<file path="src/rtl/mips_pkg.sv">
// Shared MIPS control encodings: sequencer states, opcodes,
// ALU/mux select codes and the per-cycle control word.
package mips_pkg;

   typedef enum logic [3:0] {
      S_FETCH   = 4'd0,
      S_DECODE  = 4'd1,
      S_MEMADR  = 4'd2,
      S_MEMRD   = 4'd3,
      S_MEMWB   = 4'd4,
      S_MEMWR   = 4'd5,
      S_EXEC    = 4'd6,
      S_RWB     = 4'd7,
      S_BRANCH  = 4'd8,
      S_JUMP    = 4'd9,
      S_ADDI_EX = 4'd10,
      S_ADDI_WB = 4'd11,
      S_INT     = 4'd12
   } state_t;

   localparam logic [5:0] OP_RTYPE = 6'b000000;
   localparam logic [5:0] OP_LW    = 6'b100011;
   localparam logic [5:0] OP_SW    = 6'b101011;
   localparam logic [5:0] OP_BEQ   = 6'b000100;
   localparam logic [5:0] OP_J     = 6'b000010;
   localparam logic [5:0] OP_ADDI  = 6'b001000;

   localparam logic [1:0] ALU_ADD   = 2'b00;
   localparam logic [1:0] ALU_SUB   = 2'b01;
   localparam logic [1:0] ALU_FUNCT = 2'b10;

   localparam logic [1:0] SRCB_REG  = 2'b00;
   localparam logic [1:0] SRCB_ONE  = 2'b01;
   localparam logic [1:0] SRCB_SIMM = 2'b10;
   localparam logic [1:0] SRCB_BTGT = 2'b11;

   localparam logic [1:0] PC_ALU    = 2'b00;
   localparam logic [1:0] PC_ALUOUT = 2'b01;
   localparam logic [1:0] PC_JUMP   = 2'b10;
   localparam logic [1:0] PC_VEC    = 2'b11;

   // pc_write_cond marks the branch state: pcWrite follows zero there
   typedef struct packed {
      logic       pc_write;
      logic       pc_write_cond;
      logic       ir_write;
      logic       mem_read;
      logic       mem_write;
      logic       reg_write;
      logic       epc_write;
      logic       iord;
      logic       reg_dst;
      logic       memto_reg;
      logic       alu_src_a;
      logic [1:0] alu_src_b;
      logic [1:0] alu_op;
      logic [1:0] pc_source;
   } ctrl_t;

endpackage

</file>
<file path="src/rtl/mc_output_decode.sv">
// Moore decode of the sequencer state into the raw datapath
// control word (strobes ungated).
module mc_output_decode
   import mips_pkg::*;
(
   input  state_t state,
   output ctrl_t  ctrl
);

   always_comb begin
      ctrl = '0;
      unique case (1'b1)
         (state == S_FETCH): begin
            ctrl.mem_read  = 1'b1;
            ctrl.ir_write  = 1'b1;
            ctrl.pc_write  = 1'b1;
            ctrl.alu_src_b = SRCB_ONE;
         end
         (state == S_DECODE): begin
            ctrl.alu_src_b = SRCB_BTGT;
         end
         (state == S_MEMADR),
         (state == S_ADDI_EX): begin
            ctrl.alu_src_a = 1'b1;
            ctrl.alu_src_b = SRCB_SIMM;
         end
         (state == S_MEMRD): begin
            ctrl.mem_read = 1'b1;
            ctrl.iord     = 1'b1;
         end
         (state == S_MEMWB): begin
            ctrl.reg_write = 1'b1;
            ctrl.memto_reg = 1'b1;
         end
         (state == S_MEMWR): begin
            ctrl.mem_write = 1'b1;
            ctrl.iord      = 1'b1;
         end
         (state == S_EXEC): begin
            ctrl.alu_src_a = 1'b1;
            ctrl.alu_op    = ALU_FUNCT;
         end
         (state == S_RWB): begin
            ctrl.reg_write = 1'b1;
            ctrl.reg_dst   = 1'b1;
         end
         (state == S_BRANCH): begin
            ctrl.pc_write_cond = 1'b1;
            ctrl.alu_src_a     = 1'b1;
            ctrl.alu_op        = ALU_SUB;
            ctrl.pc_source     = PC_ALUOUT;
         end
         (state == S_JUMP): begin
            ctrl.pc_write  = 1'b1;
            ctrl.pc_source = PC_JUMP;
         end
         (state == S_ADDI_WB): begin
            ctrl.reg_write = 1'b1;
         end
         (state == S_INT): begin
            ctrl.pc_write  = 1'b1;
            ctrl.epc_write = 1'b1;
            ctrl.pc_source = PC_VEC;
         end
         default: ;
      endcase
   end

endmodule

</file>
<file path="src/rtl/multicycle_control.sv">
// Multi-cycle MIPS control sequencer: state register, opcode
// dispatch, interrupt entry at boundaries, strobe gating.
module multicycle_control
   import mips_pkg::*;
#(
   parameter int INT_ENABLE = 1
) (
   input  logic       clock,
   input  logic       reset,
   input  logic       enable,
   input  logic [5:0] opcode,
   input  logic       zero,
   input  logic       interrupt,
   output logic       pcWrite,
   output logic       irWrite,
   output logic       memRead,
   output logic       memWrite,
   output logic       regWrite,
   output logic       epcWrite,
   output logic       iorD,
   output logic       regDst,
   output logic       memtoReg,
   output logic       aluSrcA,
   output logic [1:0] aluSrcB,
   output logic [1:0] aluOp,
   output logic [1:0] pcSource,
   output logic [3:0] state,
   output logic       illegal
);

   state_t state_q;
   state_t state_d;
   state_t boundary;
   logic   pending;
   logic   illegal_q;
   logic   bad_op;
   logic   go;
   ctrl_t  ctrl;

   assign boundary = (pending && INT_ENABLE != 0) ? S_INT : S_FETCH;

   always_ff @(posedge clock) begin
      if (reset)
         state_q <= S_FETCH;
      else if (enable)
         state_q <= state_d;
   end

   always_comb begin
      state_d = S_FETCH;
      bad_op  = 1'b0;
      case (state_q)
         S_FETCH:   state_d = S_DECODE;
         S_DECODE: begin
            case (opcode)
               OP_LW,
               OP_SW:    state_d = S_MEMADR;
               OP_RTYPE: state_d = S_EXEC;
               OP_BEQ:   state_d = S_BRANCH;
               OP_J:     state_d = S_JUMP;
               OP_ADDI:  state_d = S_ADDI_EX;
               default: begin
                  state_d = boundary;
                  bad_op  = 1'b1;
               end
            endcase
         end
         S_MEMADR:
            state_d = (opcode == OP_SW) ? S_MEMWR : S_MEMRD;
         S_MEMRD:   state_d = S_MEMWB;
         S_EXEC:    state_d = S_RWB;
         S_ADDI_EX: state_d = S_ADDI_WB;
         S_MEMWB,
         S_MEMWR,
         S_RWB,
         S_BRANCH,
         S_JUMP,
         S_ADDI_WB: state_d = boundary;
         default:   state_d = S_FETCH;
      endcase
   end

   // a request arriving on the clearing cycle must not be lost
   always_ff @(posedge clock) begin
      if (reset)
         pending <= 1'b0;
      else if (interrupt)
         pending <= 1'b1;
      else if (enable && state_q == S_INT)
         pending <= 1'b0;
   end

   always_ff @(posedge clock) begin
      if (reset)
         illegal_q <= 1'b0;
      else if (enable && bad_op)
         illegal_q <= 1'b1;
   end

   mc_output_decode u_dec (
      .state (state_q),
      .ctrl  (ctrl)
   );

   assign go = enable && !reset;

   assign pcWrite  = go && (ctrl.pc_write ||
                            (ctrl.pc_write_cond && zero));
   assign irWrite  = go && ctrl.ir_write;
   assign memRead  = go && ctrl.mem_read;
   assign memWrite = go && ctrl.mem_write;
   assign regWrite = go && ctrl.reg_write;
   assign epcWrite = go && ctrl.epc_write;
   assign iorD     = ctrl.iord;
   assign regDst   = ctrl.reg_dst;
   assign memtoReg = ctrl.memto_reg;
   assign aluSrcA  = ctrl.alu_src_a;
   assign aluSrcB  = ctrl.alu_src_b;
   assign aluOp    = ctrl.alu_op;
   assign pcSource = ctrl.pc_source;
   assign state    = state_q;
   assign illegal  = illegal_q;

endmodule

</file>
<file path="config.mk">
export PLATFORM = sky130hd
export DESIGN_NAME = multicycle_control
export DESIGN_NICKNAME = d
export VERILOG_FILES = /design/src/rtl/mips_pkg.sv /design/src/rtl/mc_output_decode.sv /design/src/rtl/multicycle_control.sv
export SDC_FILE = /design/constraint.sdc
export NUM_CORES = 1
export LEC_CHECK = 0
export CAP_MARGIN = 40
export CORE_MARGIN = 4
export CORE_UTILIZATION = 42
export DETAILED_ROUTE_END_ITERATION = 10
export PLACE_DENSITY = 0.8
export SLEW_MARGIN = 20
export SYNTH_ARGS = -nofsm -noshare
export SYNTH_HDL_FRONTEND = slang
export SYNTH_SLANG_ARGS = --single-unit
</file>
<file path="constraint.sdc">
create_clock -name clock -period 1.4 [get_ports clock]
set_input_delay 0.28 -clock clock [delete_from_list [all_inputs] [get_ports clock]]
set_output_delay 0.28 -clock clock [all_outputs]
set_load 0.05 [all_outputs]
</file>
==> metrics, run 1 <==
number of buffer cells added on primary ports 31; dominant cell type by area after synthesis dfxtp_1; height of the chip 50.8 µm; fraction of the yosys area taken by sequential cells 15.6%; total number of placement rows 15; leading post-synthesis cells by instance count 14 x nor2_1, 10 x nand2_1, 7 x buf_2, 7 x nor3_1; synthesized area 769 µm²; synthesized netlist cell count 113; run status did not finish; Run Error [ERROR DPL-0038] Utilization greater than 100%, impossible to legalize; Warnings, synthesis 0; count of different cell masters after synthesis 42; Net Count, Synth 124; flip-flop and latch count after synthesis 6; proportion of synthesized flip-flops having asynchronous set or reset 0%; cell types with the largest area share after synthesis dfxtp_1 16%, nor2_1 6.8%, nand2_1 4.9%, buf_2 4.6%, nor3_1 4.6%; Mean Syn Cell Area 6.81 µm²; die outline width 50.8 µm; most instantiated library cell after synthesis nor2_1; area fraction of the dominant cell type after synthesis 15.6%; last stage reached detailed placement (3_5_place_dp); Starting Density 44.6%; final weighted congestion of routability-driven global placement 0.915; I/O Pins 32; number of enable-type register cells in the synthesized netlist 0; Synth Flop Type dfxtp_1
-- stage by stage --
step / hold WS (ns) / setup TNS, ns / instances / setup slack, ns / cell area (µm²)
after global placement: 0.527 / -3.88 / 192 / -0.438 / 1740
after floorplan: 0.339 / -3.60 / 113 / -0.482 / 1040
-- kinds of logic after synthesis --
| family | share of synthesized area, % |
|---|---|
| buffers and inverters | 11.9 |
| and+or+nand+nor | 38.7 |
| DFF | 15.6 |
| AOI/OAI and AO/OA | 28.9 |
| adders and majority gates | 1.46 |
| xor gates and xnor gates | 3.42 |
==> inputs of run 2 (changes only) <==
- CORE_AREA: default -> 4 4 65 67
- CORE_MARGIN: 4 -> default
- CORE_UTILIZATION: 42 -> default
- DIE_AREA: default -> 0 0 69 71
- PLACE_DENSITY: 0.8 -> default
- PLACE_DENSITY_LB_ADDON: default -> 0.15
==> metrics, run 2 <==
number of max-slew violations in the final report 0; reg-to-reg slack, setup -0.12 ns; Net Count, Synth 124; nets 199; flip-flop and latch count after synthesis 6; number of global-route vias before repair 1,196; height of the chip 71 µm; hold_sp reset; reported max-cap violation count 0; average detailed-routed wire length per instance 14.3 µm; power per unit of standard cell area 634 nW/µm²; most used cells in the layout excluding fill and tap cells 27 x buf_4, 22 x buf_12, 21 x buf_6; number of detailed-routing iterations run before antenna repair 4; cell types with the largest area share after synthesis dfxtp_1 16%, nor2_1 6.8%, nand2_1 4.9%, buf_2 4.6%, nor3_1 4.6%; power dissipated by switching net loads 538 µW; number of flip-flops in the largest register 4; I/O Pins 32; Worst slew margin 78.4%; Finish-stage setup viols 18; die area 4900 µm²; number of buffer cells added on primary ports 31; most common library cell in the layout ignoring fill and taps buf_4; final worst-path setup slack -0.333 ns; TritonCTS clock tree yes; pin count of the biggest net entering global routing 15; combinational family with the most area after synthesis simple AND/OR/NAND/NOR gates; Starting Density 21.2%; maximum level of the CTS H-tree 1; die outline width 69 µm; launch point of the worst reg-to-reg path state[1]$_SDFFE_PP0P_; share of synthesized cell area in full adder, half adder and majority cells 1.46%; complex-gate fraction of the synthesized area 28.9%; leading post-synthesis cells by instance count 14 x nor2_1, 10 x nand2_1, 7 x buf_2, 7 x nor3_1; kind of end point of the critical path primary output; multiplexer share of the synthesized area 0%; fraction of the yosys area taken by sequential cells 15.6%; total core area 3630 µm²; setup TNS -3.60 ns; smallest hold slack 0.513 ns; Max Freq 577 MHz; share of total power in the clock network 20.9%; count of final hold-check violations 0; Via Count 1,134; Overall Power 1.33 mW; Layout Cell Area excl Fill 2100 µm²; number of nets with antenna violations after routing 0; Setup Crit Path Kind flop to primary output; hold buffer count at cts 0; Final Core Density 57.9%; synthesized area 769 µm²; most used routing layer in global routing met2; dpl cells 215; violated checks setup timing; proportion of synthesized flip-flops having asynchronous set or reset 0%; Gate power share 63.0%; cell leakage power 0.808 nW; fin cells 234; DRC Markers 0; buffer type at the clock tree root clkbuf_8; unrepaired setup endpoints after global routing yes; dominant cell type by area after synthesis dfxtp_1; Worst Path Arrival 1.45 ns; Worst VDD drop 0.275 mV; final clock skew 0.00363 ns; Avg Vias per Cell 4.85; number of antenna diodes 0; total clock buffers created by CTS 3; clock sink count 6; routing usage on met1 16.1%; Overall Global Routing Usage 13.9%; proportion of layout cells with a drive suffix above 1 62.4%; initial antenna violation count 0; buffer levels on the longest clock path 2; Reg power frac 16.1%; share of total power consumed by net switching 40.3%; clock network latency to the later pin of the worst-skew pair 0.23 ns; final weighted congestion of routability-driven global placement 0.798; aggregate routed wire length 3350 µm; run status complete, but fails checks; Final period util 124%; critical path launch point type flop; synthesized netlist cell count 113; clock-pin slew of the registers on the worst-case setup and hold paths 0.04 ns; Warnings, synthesis 0; worst setup path startpoint state[1]$_SDFFE_PP0P_; cell area after placement 1780 µm²; xor and xnor area share after synthesis 3.41%; internal portion of total power 797 µW; Congestion Overflow GR 0; number of enable-type register cells in the synthesized netlist 0; worst slack at placement -0.462 ns; total number of placement rows 22; global-route wire length before repair 5740 µm; Synth Flop Type dfxtp_1; min-delay worst type primary input to flop; Tightest Pin Transition 0.323 ns; count of different cell masters after synthesis 42; most instantiated library cell after synthesis nor2_1; placed wire-length estimate after detailed placement 2470 µm; DRC violation total after the first TritonRoute iteration 46; area fraction of the dominant cell type after synthesis 15.6%; met3 track utilization from global routing 2.13%; Syn-to-layout area delta 173%; Mean Syn Cell Area 6.81 µm²; post-layout minimum cycle time 1.73 ns; M2 GR Usage 26.1%; crit-path max FO 5; required time at the endpoint of the critical path 1.12 ns; Post-Synth Simple-Gate Area 38.7%
-- run 2: timing repair --
item                                   in CTS  in global routing
resized for setup                          31                 22
pin swaps                                  18                 12
setup endpoints to repair                  21                 22
endpoints found under the hold margin       0                  0
setup buffers                              14                  7
-- run 2: area by class of cell --
class | instances | area, µm²
Inverter | 5 | 27.5
Clock buffer | 3 | 41.3
Tap cell | 48 | 60.1
Timing Repair Buffer | 81 | 990
Multi-Input combinational cell | 91 | 851
Sequential cell | 6 | 135
Fill cell | 344 | 1530
-- run 2: cells by family after synthesis --
logic type                 Yosys count
and+or+nand+nor                     54
AOI/OAI and AO/OA                   33
buffers and inverters               16
DFF                                  6
xor gates and xnor gates             3
adders and majority gates            1
-- run 2: final timing paths --
path                            depth (start not counted)                     to
worst max-delay path                                    4               regWrite
worst min-delay path                                    3  state[1]$_SDFFE_PP0P_
worst max register to register                          8  state[3]$_SDFFE_PP0P_
worst min register to register                          2   illegal$_SDFFE_PP0P_
-- run 2: per-layer routing --
metal,vias up,part of all wire [%]
li1,565,-
met2,35,54
met4,0,0.90
met3,2,3.5
met1,532,42
met5,-,0
-- run 2: worst max-delay path, stage by stage, from the launching register on --
cell and delay, ns:
dfxtp_4 0.37, and2b_2 0.23, o32a_1 0.36, nor2_4 0.11, buf_12 0.14
-- run 2: power by group through the flow --
stage,Clock [mW],Combinational [mW],Sequential (mW)
after CTS,0.282,0.795,0.214
final,0.279,0.841,0.215
after floorplan,0,0.398,0.234
after detailed placement,0,0.731,0.217
after global placement,0,0.723,0.216
after global routing,0.288,0.887,0.217
(Power assumes the default switching activity.)
==> patch, RTL diff (config.mk and constraints of run 2) <==
Register the output `epcWrite`, without a reset; this adds one clock of latency there. The other outputs are not delayed to match.
--- a/src/rtl/multicycle_control.sv
+++ b/src/rtl/multicycle_control.sv
@@ -111,5 +111,7 @@
    assign memWrite = go && ctrl.mem_write;
    assign regWrite = go && ctrl.reg_write;
-   assign epcWrite = go && ctrl.epc_write;
+   always_ff @(posedge clock) begin
+      epcWrite <= go && ctrl.epc_write;
+   end
    assign iorD     = ctrl.iord;
    assign regDst   = ctrl.reg_dst;
Behaviour: not the same (a bounded check fails within 4 cycles, from zero or initial values and one cycle with reset high).
==> patch against run 2 <==
  * The flow still finishes with violations (setup timing)
  * Wire length is 6.6% higher
  * Via count is 1.1% higher
  * Synthesized area is 8.0% lower
  * Sequential cell count is 1 higher
  * Clock power is 5% higher
  * Design area is 1.6% higher
  * Sequential share of layout area is 0.83 points higher
  * Worst setup slack better by 0.074 ns
  * Total power is 18% lower
  * Critical path type unchanged
  * Largest cell class unchanged
  * Largest power group unchanged
==> patch: results (changes against run 2) <==
Post-Syn Nets: 112 (-9.7%)
status: finished with violations
CLK BUF: 4 (+1)
Vias/cell: 5.07 (+4.6%)
failing checks: setup timing
Worst EP arrival: 1.38 ns (-0.07 ns)
Reg2Reg Depth: 6 (-2)
Critical Path Sink: pcWrite
multi-input combinational area share: 40.6% (+0.18 points)
final setup margin: -0.259 ns (+0.0741 ns)
Critical Path Start: state[3]
Fin Setup TNS: -2.78 ns (+0.821 ns)
vias in the first global route: 1130 (-5.5%)
peak supply drop: 0.434 mV (+58%)
Non-CTS buffers: 82 (+1.2%)
xor and xnor area share after synthesis: 4.95% (+1.5 points)
GP Congestion: 0.796 (-0.26%)
invs w/o clock: 2 (-3)
multi-input logic area: 868 sq um (+2.1%)
Cells after DPL: 205 (-4.7%)
hpwl dp: 2250 um (-8.8%)
largest net degree at the start of global routing: 12 (-3)
clk sink count: 7 (+1)
multi-input gates: 83 (-8.8%)
most instantiated cells after synthesis: nor2_1, a21oi_1, dfxtp_1, nand2_1, nor3_1
Seq/Total Area, Yosys: 19.8% (+4.2 points)
Final setup viols: 18 (unchanged)
Sw Pwr: 400 uW (-26%)
Post-Place Worst Slack: -0.416 ns (+0.0456 ns)
largest cells by area after synthesis: dfxtp_1, nor2_1, a21oi_1
clk cell area share: 2.11% (+0.14 points)
distinct cell type count of the synthesized netlist: 39 (-7.1%)
worst-margin pin slew: 0.326 ns (+0.00257 ns)
Pleak: 0.000817 uW (+1.2%)
Avg Cell Area, Syn: 7.01 sq um (+3.0%)
first-pass GRT wire length: 5620 um (-2.2%)
-- patch: cell types whose count changed in the layout (fill, tap and decap cells not counted), sizes merged, moves of 3 or more --
| cell | run 2 | this run |
|---|---|---|
| clkbuf | 3 | 6 |
| dlygate4sd2 | 6 | 2 |
| nand3 | 3 | 6 |
| nor2 | 14 | 11 |
| nand2 | 10 | 7 |
| inv | 4 | 1 |
-- patch: critical path, cell delays in order, from the launching register on --
cell and delay [ns]:
dfxtp_4 0.39, clkinv_4 0.07, o21ai_2 0.14, o31ai_2 0.11
a2111oi_4 0.26, buf_12 0.18
-- patch: per-layer routing --
layer | track usage (%) | vias up | part of all wire (%)
li1 | - | 531 | -
met1 | 16.6 | 560 | 40
met2 | 25.6 | 49 | 53
met4 | 2.17 | 0 | 1.2
met5 | 0 | - | 0
met3 | 2.56 | 6 | 5.6
-- patch: power groups by stage --
| stage | registers [uW] | logic (uW) | clock network, uW |
|---|---|---|---|
| 6_report | 225 | 579 | 292 |
| 5_1_grt | 226 | 607 | 311 |
| 4_1_cts | 223 | 516 | 297 |
| 3_5_place_dp | 230 | 449 | 0 |
| 3_3_place_gp | 230 | 446 | 0 |
| 2_1_floorplan | 242 | 229 | 0 |
-- patch: how the worst min path moves through the flow --
| stage | start | to | slack (ns) | cells past startpoint |
|---|---|---|---|---|
| 2_1_floorplan | reset | state[0] | 0.34 | 1 |
| 3_3_place_gp | illegal | illegal | 0.53 | 2 |
| 3_5_place_dp | illegal | illegal | 0.53 | 2 |
| 4_1_cts | reset | state[0] | 0.54 | 3 |
| 5_1_grt | reset | state[0] | 0.42 | 3 |
| 6_report | reset | state[0] | 0.41 | 3 |
